<file path="src/rtl/mem_port_arbiter.sv">
// Shares one single-port synchronous RAM between N_REQ requesters: one-hot grant, bus lock, in-order read return.
// Define MEM_ARB_ROUND_ROBIN_EN for round-robin arbitration; default build is fixed priority (lowest index wins).
module mem_port_arbiter #(
    parameter int unsigned DATA_W  = 16,
    parameter int unsigned ADDR_W  = 9,
    parameter int unsigned N_REQ   = 2,
    parameter int unsigned MEM_LAT = 1
) (
    input  logic                     clk,
    input  logic                     rst,
    input  logic [N_REQ-1:0]         req_valid,
    input  logic [N_REQ-1:0]         req_we,
    input  logic [N_REQ-1:0]         req_lock,
    input  logic [N_REQ*ADDR_W-1:0]  req_addr,
    input  logic [N_REQ*DATA_W-1:0]  req_wdata,
    output logic [N_REQ-1:0]         req_ready,
    output logic [N_REQ-1:0]         rsp_valid,
    output logic [DATA_W-1:0]        rsp_rdata,
    output logic [ADDR_W-1:0]        mem_addr,
    output logic [DATA_W-1:0]        mem_wdata,
    output logic                     mem_wren,
    output logic                     mem_rden,
    input  logic [DATA_W-1:0]        mem_q,
    output logic                     busy
);

    localparam int unsigned IDX_W = (N_REQ > 1) ? $clog2(N_REQ) : 1;

    logic                 lock_q;
    logic [IDX_W-1:0]     owner_q;
    logic [N_REQ-1:0]     grant_c;
    logic [IDX_W-1:0]     grant_idx_c;
    logic                 found_c;
    logic                 accept_c;
    logic                 sel_we_c;
    logic                 sel_lock_c;
    logic [ADDR_W-1:0]    sel_addr_c;
    logic [DATA_W-1:0]    sel_wdata_c;
    logic [MEM_LAT:0]     pipe_vld;
    logic [IDX_W-1:0]     pipe_id [MEM_LAT+1];
    logic [DATA_W-1:0]    rdata_q;

`ifdef MEM_ARB_ROUND_ROBIN_EN
    logic [IDX_W-1:0]     ptr_q;
`endif

    // Grant: lock owner only while locked, otherwise first valid requester from the search start
    always_comb begin
        grant_c     = '0;
        grant_idx_c = '0;
        found_c     = 1'b0;
        if (lock_q) begin
            grant_c[owner_q] = req_valid[owner_q];
            grant_idx_c      = owner_q;
        end else begin
`ifdef MEM_ARB_ROUND_ROBIN_EN
            for (int unsigned k = 0; k < N_REQ; k++) begin
                int unsigned cand;
                cand = 32'(ptr_q) + k;
                if (cand >= N_REQ) cand = cand - N_REQ;
                if (!found_c && req_valid[IDX_W'(cand)]) begin
                    found_c                = 1'b1;
                    grant_c[IDX_W'(cand)]  = 1'b1;
                    grant_idx_c            = IDX_W'(cand);
                end
            end
`else
            for (int unsigned k = 0; k < N_REQ; k++) begin
                if (!found_c && req_valid[IDX_W'(k)]) begin
                    found_c            = 1'b1;
                    grant_c[IDX_W'(k)] = 1'b1;
                    grant_idx_c        = IDX_W'(k);
                end
            end
`endif
        end
    end

    assign req_ready = grant_c;
    assign accept_c  = |(grant_c & req_valid);

    // Mux the granted requester's payload
    always_comb begin
        sel_we_c    = 1'b0;
        sel_lock_c  = 1'b0;
        sel_addr_c  = '0;
        sel_wdata_c = '0;
        for (int unsigned i = 0; i < N_REQ; i++) begin
            if (grant_c[i]) begin
                sel_we_c    = req_we[i];
                sel_lock_c  = req_lock[i];
                sel_addr_c  = req_addr[i*ADDR_W +: ADDR_W];
                sel_wdata_c = req_wdata[i*DATA_W +: DATA_W];
            end
        end
    end

    // Lock is taken on an arbitrated acceptance and dropped the cycle after the owner releases req_lock
    always_ff @(posedge clk or posedge rst) begin
        if (rst) begin
            lock_q  <= 1'b0;
            owner_q <= '0;
        end else if (lock_q) begin
            if (!req_lock[owner_q]) lock_q <= 1'b0;
        end else if (accept_c && sel_lock_c) begin
            lock_q  <= 1'b1;
            owner_q <= grant_idx_c;
        end
    end

`ifdef MEM_ARB_ROUND_ROBIN_EN
    always_ff @(posedge clk or posedge rst) begin
        if (rst) begin
            ptr_q <= '0;
        end else if (accept_c && !lock_q) begin
            ptr_q <= (32'(grant_idx_c) == N_REQ - 1) ? '0 : grant_idx_c + 1'b1;
        end
    end
`endif

    // Registered RAM port; enables are single-cycle pulses, addr/wdata hold when idle
    always_ff @(posedge clk or posedge rst) begin
        if (rst) begin
            mem_addr  <= '0;
            mem_wdata <= '0;
            mem_wren  <= 1'b0;
            mem_rden  <= 1'b0;
        end else begin
            mem_wren <= 1'b0;
            mem_rden <= 1'b0;
            if (accept_c) begin
                mem_addr <= sel_addr_c;
                if (sel_we_c) begin
                    mem_wren  <= 1'b1;
                    mem_wdata <= sel_wdata_c;
                end else begin
                    mem_rden  <= 1'b1;
                end
            end
        end
    end

    // Requester-ID pipe; the last stage lines up with valid mem_q
    always_ff @(posedge clk or posedge rst) begin
        if (rst) begin
            pipe_vld <= '0;
            for (int unsigned s = 0; s <= MEM_LAT; s++) pipe_id[s] <= '0;
            rdata_q  <= '0;
        end else begin
            pipe_vld   <= {pipe_vld[MEM_LAT-1:0], accept_c & ~sel_we_c};
            pipe_id[0] <= grant_idx_c;
            for (int unsigned s = 1; s <= MEM_LAT; s++) pipe_id[s] <= pipe_id[s-1];
            if (pipe_vld[MEM_LAT]) rdata_q <= mem_q;
        end
    end

    always_comb begin
        rsp_valid = '0;
        if (pipe_vld[MEM_LAT]) rsp_valid[pipe_id[MEM_LAT]] = 1'b1;
    end

    // Present mem_q in the response cycle, then hold it until the next response
    assign rsp_rdata = pipe_vld[MEM_LAT] ? mem_q : rdata_q;
    assign busy      = mem_wren | mem_rden | (|pipe_vld);

endmodule

</file>
<file path="config.mk">
export PLATFORM = sky130hd
export DESIGN_NAME = mem_port_arbiter
export DESIGN_NICKNAME = d
export VERILOG_FILES = /design/src/rtl/mem_port_arbiter.sv
export SDC_FILE = /design/constraint.sdc
export NUM_CORES = 1
export LEC_CHECK = 0
export CAP_MARGIN = 30
export CORE_UTILIZATION = 42
export CTS_CLUSTER_DIAMETER = 120
export DETAILED_ROUTE_END_ITERATION = 8
export GPL_TIMING_DRIVEN = 0
export MAX_ROUTING_LAYER = met4
export PLACE_DENSITY = 0.86
export SLEW_MARGIN = 15
export SYNTH_ARGS = -nofsm -noshare
export SYNTH_HDL_FRONTEND = slang
export SYNTH_SLANG_ARGS = --single-unit
</file>
<file path="constraint.sdc">
create_clock -name clk -period 5.3 [get_ports clk]
set_clock_uncertainty 0.15 [all_clocks]
set_input_delay 1.06 -clock clk [delete_from_list [all_inputs] [get_ports clk]]
set_output_delay 1.06 -clock clk [all_outputs]
set_load 0.1 [all_outputs]
</file>
==> results of run 1 <==
## layer usage
layer	global-route usage, %	part of all wire (%)	wire [microns]
met4	4.40	0.86	48
met2	37.1	52	2890
met1	23.4	41	2280
met5	-	0	0
met3	4.95	7.0	393
## registers in the layout (all words and copies together), names as in the netlist
register	flops
owner_q	1
pipe_id	2
rdata_q	16
pipe_vld	2
lock_q	1
mem_wdata	16
mem_addr	9
mem_wren	1
## final timing paths
check / start / to / slack (ns) / depth (start not counted)
min: pipe_id[1] / pipe_id[0] / 0.21 / 0
min in group asynchronous: rst / rdata_q[3] / 0.89 / 2
max in group asynchronous: rst / mem_wdata[2] / 3.62 / 3
max: req_valid[0] / req_ready[0] / 0.33 / 4
max reg2reg: lock_q / mem_wdata[1] / 3.27 / 6
min reg2reg: pipe_id[1] / pipe_id[0] / 0.21 / 0
## cell families after synthesis
| group | Yosys count | share of synthesized area (%) |
|---|---|---|
| buffers and inverters | 17 | 4.30 |
| multiplexers | 33 | 17.9 |
| flip-flops | 48 | 53.6 |
| AO/OA/AOI/OAI | 34 | 14.2 |
| AND/OR/NAND/NOR | 36 | 10.0 |
## per-stage QoR
stage          cell area, sq um  hold slack (ns)
2_1_floorplan              2240            0.181
3_3_place_gp               3540            0.205
3_5_place_dp               3560            0.196
4_1_cts                    3690            0.212
5_1_grt                    3690            0.223
6_report                   3690            0.211
## critical path, delay by kind of cell
family | cells | cell delay (ns)
compound gates | 1 | 0.45
buf+inv | 3 | 2.24
## layout make-up
cell class	count	area [sq um]
Fill cell	399	1450
Timing Repair Buffer	122	1230
Inverter	3	11.3
Clock buffer	5	68.8
Tap cell	70	87.6
Multi-Input combinational cell	103	945
Clock inverter	2	60.1
Sequential cell	48	1200
Buffer	14	85.1
## layout by cell type (no fill, tap or decap), drive strengths merged, types with 3 or more instances in the layout
| cell type | Yosys | final |
|---|---|---|
| a32o | 17 | 17 |
| buf | 8 | 9 |
| a221o | 9 | 9 |
| o21ai | 3 | 3 |
| clkdlybuf4s50 | 0 | 121 |
| and2 | 27 | 27 |
| inv | 3 | 3 |
| clkbuf | 6 | 11 |
| mux2 | 32 | 32 |
| dfrtp | 48 | 48 |
==> flow_summary.ini, run 1 <==
[critical_path]
arrival_ns = 3.76
cpMaxStageDelayCell = clkdlybuf4s50_1
crit_chain = clkdlybuf4s50_1 > a21boi_2 > clkbuf_1 > clkdlybuf4s50_1
critPathCaptureType = output port
start_kind = primary input
max_stage_delay_ns = 1.22
crit_required_ns = 4.09
path_common_cell = clkdlybuf4s50_1
worstSetupPathType = primary input to output port
cp_max_fo = 10

[route]
final_antenna_net_count = 0
vias = 1842
drc = 0
first_pass_iters = 4
routed_wl_microns = 5610
wl_per_cell_microns = 15.3
viasPerCell = 5.02
initialDrtViolationCount = 58

[final_layout]
antenna_cells = 0
post-route-util_pct = 71.8
drive_above_1_share_pct = 14.1
final_cells = 367
nets = 371
areaGrowthSynthToFinish_pct = 64.6

[logic_synthesis]
synthTopCellsByArea = dfrtp_1, mux2_2, a32o_1, and2_1, mux2_4
yosys_register_bits = 48
yosys.area.top_type = dfrtp_1
synth_nets = 242
syn_avg_cell_area_sq_um = 13.3
synth_async_sr_flop_share_pct = 100
yosysSeqAreaShare_pct = 53.6
syn_inst = 168
yosysWarnings = 0
synth-edff-count = 0
synth_top_area_share_pct = 53.6
netlist-cell-type-count = 26
synth_most_common_cell = dfrtp_1
yosys-top-cells-count = dfrtp_1, and2_1, a32o_1
syn_area_sq_um = 2240
synth_flop_cell = dfrtp_1

[clock_tree]
clkTransAtPathRegs_ns = 0.09
cts_tree = built
cts_resized = 0
numCtsBuffers = 5
h-tree-depth = 2
clockBufferDepth = 2
hold_buffers = 0
root_buffer = clkbuf_8
clk_latency_ns = 0.29
clock_sinks = 48
cts_setup_buffers = 0

[status]
status = complete, no violations

[hold_path]
hp-class = flop to flop

[place]
dp.cells = 360
port_buffers = 121
hpwl_microns = 4330
place_ws_ns = 0.313
gp_congestion = 0.749

[global_routing]
grt_pass1_vias = 1808
grt_pass1_wl_microns = 8390
grt_max_degree = 36
antenna_found_initial = 0
grt-ovfl-total = 0
grtUsageTotal_pct = 20.7

[sta]
tns_ns = 0
setup_viol = 0
fin_crit_ns = 4.97
max_slew_margin_pct = 33.2
rsz0062_at_grt = no
hold_viol = 0
period_share_pct = 93.9
fin_ws_ns = 0.326
drv_slew = 0
worst_pin_slew_ns = 0.999
max_freq_mhz = 201

[floorplan]
start_util_pct = 43.6
die_w_microns = 75.1
fp.dieArea_sq_um = 5630
core_area_sq_um = 5140
num_rows = 26
ioPinCount = 122
die_h_microns = 75.1

[run]
cap_violations = 0
Power of run 1 is left out: the tool's default activity adds up to more than one toggle a clock period on the data nets, which glitch-free logic cannot reach.
==> run 2, diff against run 1 <==
--- a/config.mk
+++ b/config.mk
@@ -5,13 +5,15 @@
 export SDC_FILE = /design/constraint.sdc
 export NUM_CORES = 1
 export LEC_CHECK = 0
+export ABC_AREA = 1
 export CAP_MARGIN = 30
-export CORE_UTILIZATION = 42
+export CORE_ASPECT_RATIO = 0.5
+export CORE_UTILIZATION = 35
 export CTS_CLUSTER_DIAMETER = 120
 export DETAILED_ROUTE_END_ITERATION = 8
 export GPL_TIMING_DRIVEN = 0
 export MAX_ROUTING_LAYER = met4
-export PLACE_DENSITY = 0.86
+export PLACE_DENSITY = 0.74
 export SLEW_MARGIN = 15
 export SYNTH_ARGS = -nofsm -noshare
 export SYNTH_HDL_FRONTEND = slang
==> flow_summary.ini, run 2 <==
[status]
status = complete, no violations

[logic_synthesis]
yosys.area.top_type = dfrtp_1
synth_top_area_share_pct = 55.8
yosysWarnings = 0
synth-edff-count = 0
yosysSeqAreaShare_pct = 55.8
yosys_register_bits = 48
netlist-cell-type-count = 18
synth_async_sr_flop_share_pct = 100
synth_flop_cell = dfrtp_1
yosys-top-cells-count = nand2_1, dfrtp_1, nand3_1
syn_inst = 270
synth_most_common_cell = nand2_1
synth_nets = 344
synthTopCellsByArea = dfrtp_1, nand2_1, nand3_1, nand2_4, buf_2
syn_area_sq_um = 2150
syn_avg_cell_area_sq_um = 7.98

[global_routing]
use_met3_pct = 4.57
grt-ovfl-total = 0
use_met1_pct = 24.0
grt_max_degree = 35
antenna_found_initial = 0
grtUsageTotal_pct = 21.1
grt_pass1_wl_microns = 10100
grt_pass1_vias = 2153
use_met2_pct = 37.9
grt_busiest_layer = met2

[sta]
fin_crit_ns = 4.55
max_freq_mhz = 220
worst_pin_slew_ns = 1.03
rsz0062_at_grt = no
max_slew_margin_pct = 31.2
drv_slew = 0
tns_ns = 0
hold_ws_ns = 0.257
period_share_pct = 85.8
setup_viol = 0
fin_ws_ns = 0.754
hold_viol = 0

[final_layout]
areaGrowthSynthToFinish_pct = 69.7
fill_cells = 486
nets = 473
antenna_cells = 0
final_common_cell = nand2_1
final_cell_mix = nand2_1, clkdlybuf4s50_1, dfrtp_1
post-route-util_pct = 64.0
reg.largest.list = mem_wdata x16, rdata_q x16, mem_addr x9
drive_above_1_share_pct = 6.00

[route]
vias = 2181
initialDrtViolationCount = 80
routed_wl_microns = 6190
drc = 0
wl_per_cell_microns = 13.1
viasPerCell = 4.61
final_antenna_net_count = 0
first_pass_iters = 4

[critical_path]
worstSetupPathType = primary input to output port
path_common_cell = clkdlybuf4s50_1
reg2reg_slack_ns = 3.73
arrival_ns = 3.34
cp_max_fo = 10
cpMaxStageDelayCell = clkdlybuf4s50_1
crit_required_ns = 4.09
crit_chain = clkdlybuf4s50_1 > nand3_1 > nand2_4 > buf_2 > clkdlybuf4s50_1
start_kind = primary input
max_stage_delay_ns = 1.16
critPathCaptureType = output port

[clock_tree]
h-tree-depth = 2
hold_buffers = 0
root_buffer = clkbuf_16
cts_tree = built
numCtsBuffers = 5
clkTransAtPathRegs_ns = 0.06
cts_setup_buffers = 0
cts_resized = 0
clockBufferDepth = 2
clk_latency_ns = 0.29
clock_sinks = 48

[pwr]
ir_worst_vdd_uv = 379
p_leak_nw = 1.79
powerDensity_nw_per_um2 = 716

[place]
hpwl_microns = 4790
gp_congestion = 0.760
place_ws_ns = 0.745
port_buffers = 121

[floorplan]
ioPinCount = 122
start_util_pct = 37.7
die_w_microns = 113
num_rows = 19
core_area_sq_um = 5710
fp.dieArea_sq_um = 6490
die_h_microns = 57.5

[run]
cap_violations = 0

[hold_path]
hp-class = flop to flop
-- run 2: cell count changes in the layout (fill, tap and decap cells not counted), moves of 5 or more --
cell,change
and2_1,-26
mux2_2,-16
a32o_1,-17
clkbuf_16,+5
mux2_1,-8
clkbuf_1,-5
a221o_1,-9
nand2_1,+162
nand3_1,+29
mux2_4,-8
-- run 2: path summary, 6_finish.rpt --
kind | start | end | cells after the start
max in group asynchronous | rst | mem_wdata[10] | 3
hold / removal | pipe_id[1] | pipe_id[0] | 0
min in group asynchronous | rst | mem_wdata[5] | 2
hold reg to reg | pipe_id[1] | pipe_id[0] | 0
setup reg to reg | lock_q | mem_wdata[8] | 8
setup / recovery | req_valid[1] | req_ready[1] | 5
-- run 2: cell families after synthesis --
logic type      after synthesis  synth area share, %
compound gates                2                0.581
buf+inv                      16                 4.01
flops                        48                 55.8
simple gates                204                 39.6
-- run 2: layout make-up --
type | instances | area (sq um) | area share (%)
clock buffer | 6 | 139 | 3.80
timing repair buffer | 122 | 1230 | 33.7
inverter | 5 | 18.8 | 0.514
buffer | 11 | 67.6 | 1.85
multi-input combinational | 206 | 866 | 23.7
sequential | 48 | 1200 | 32.9
tap | 73 | 91.3 | 2.50
clock inverter | 2 | 38.8 | 1.06
-- run 2: power breakdown --
part           total, mW  switching (mW)  leakage [nW]  internal (mW)
Combinational       1.67            1.30          1.11          0.371
Sequential         0.579          0.0711         0.598          0.508
Clock              0.370           0.134        0.0871          0.236
Total               2.62            1.50          1.79           1.12
-- run 2: stage by stage --
step | area [sq um] | total power [mW] | std cells
final | 3650 | 2.62 | 473
after global routing | 3650 | 2.72 | 473
after CTS | 3650 | 2.63 | 473
after detailed placement | 3480 | 2.25 | 465
after global placement | 3460 | 2.23 | 464
after floorplan | 2150 | 1.83 | 270
-- run 2: layer usage --
metal | wire length [microns] | vias up
met5 | 0 | -
met4 | 74 | 0
met3 | 226 | 7
met2 | 3240 | 42
met1 | 2650 | 1039
li1 | - | 1093
-- run 2: worst max-delay path: cells and delay by family --
kind                   cells  cell delay, ns
buffers and inverters      3            1.92
and+or+nand+nor            2            0.35
Power figures use the tool's default switching activity.
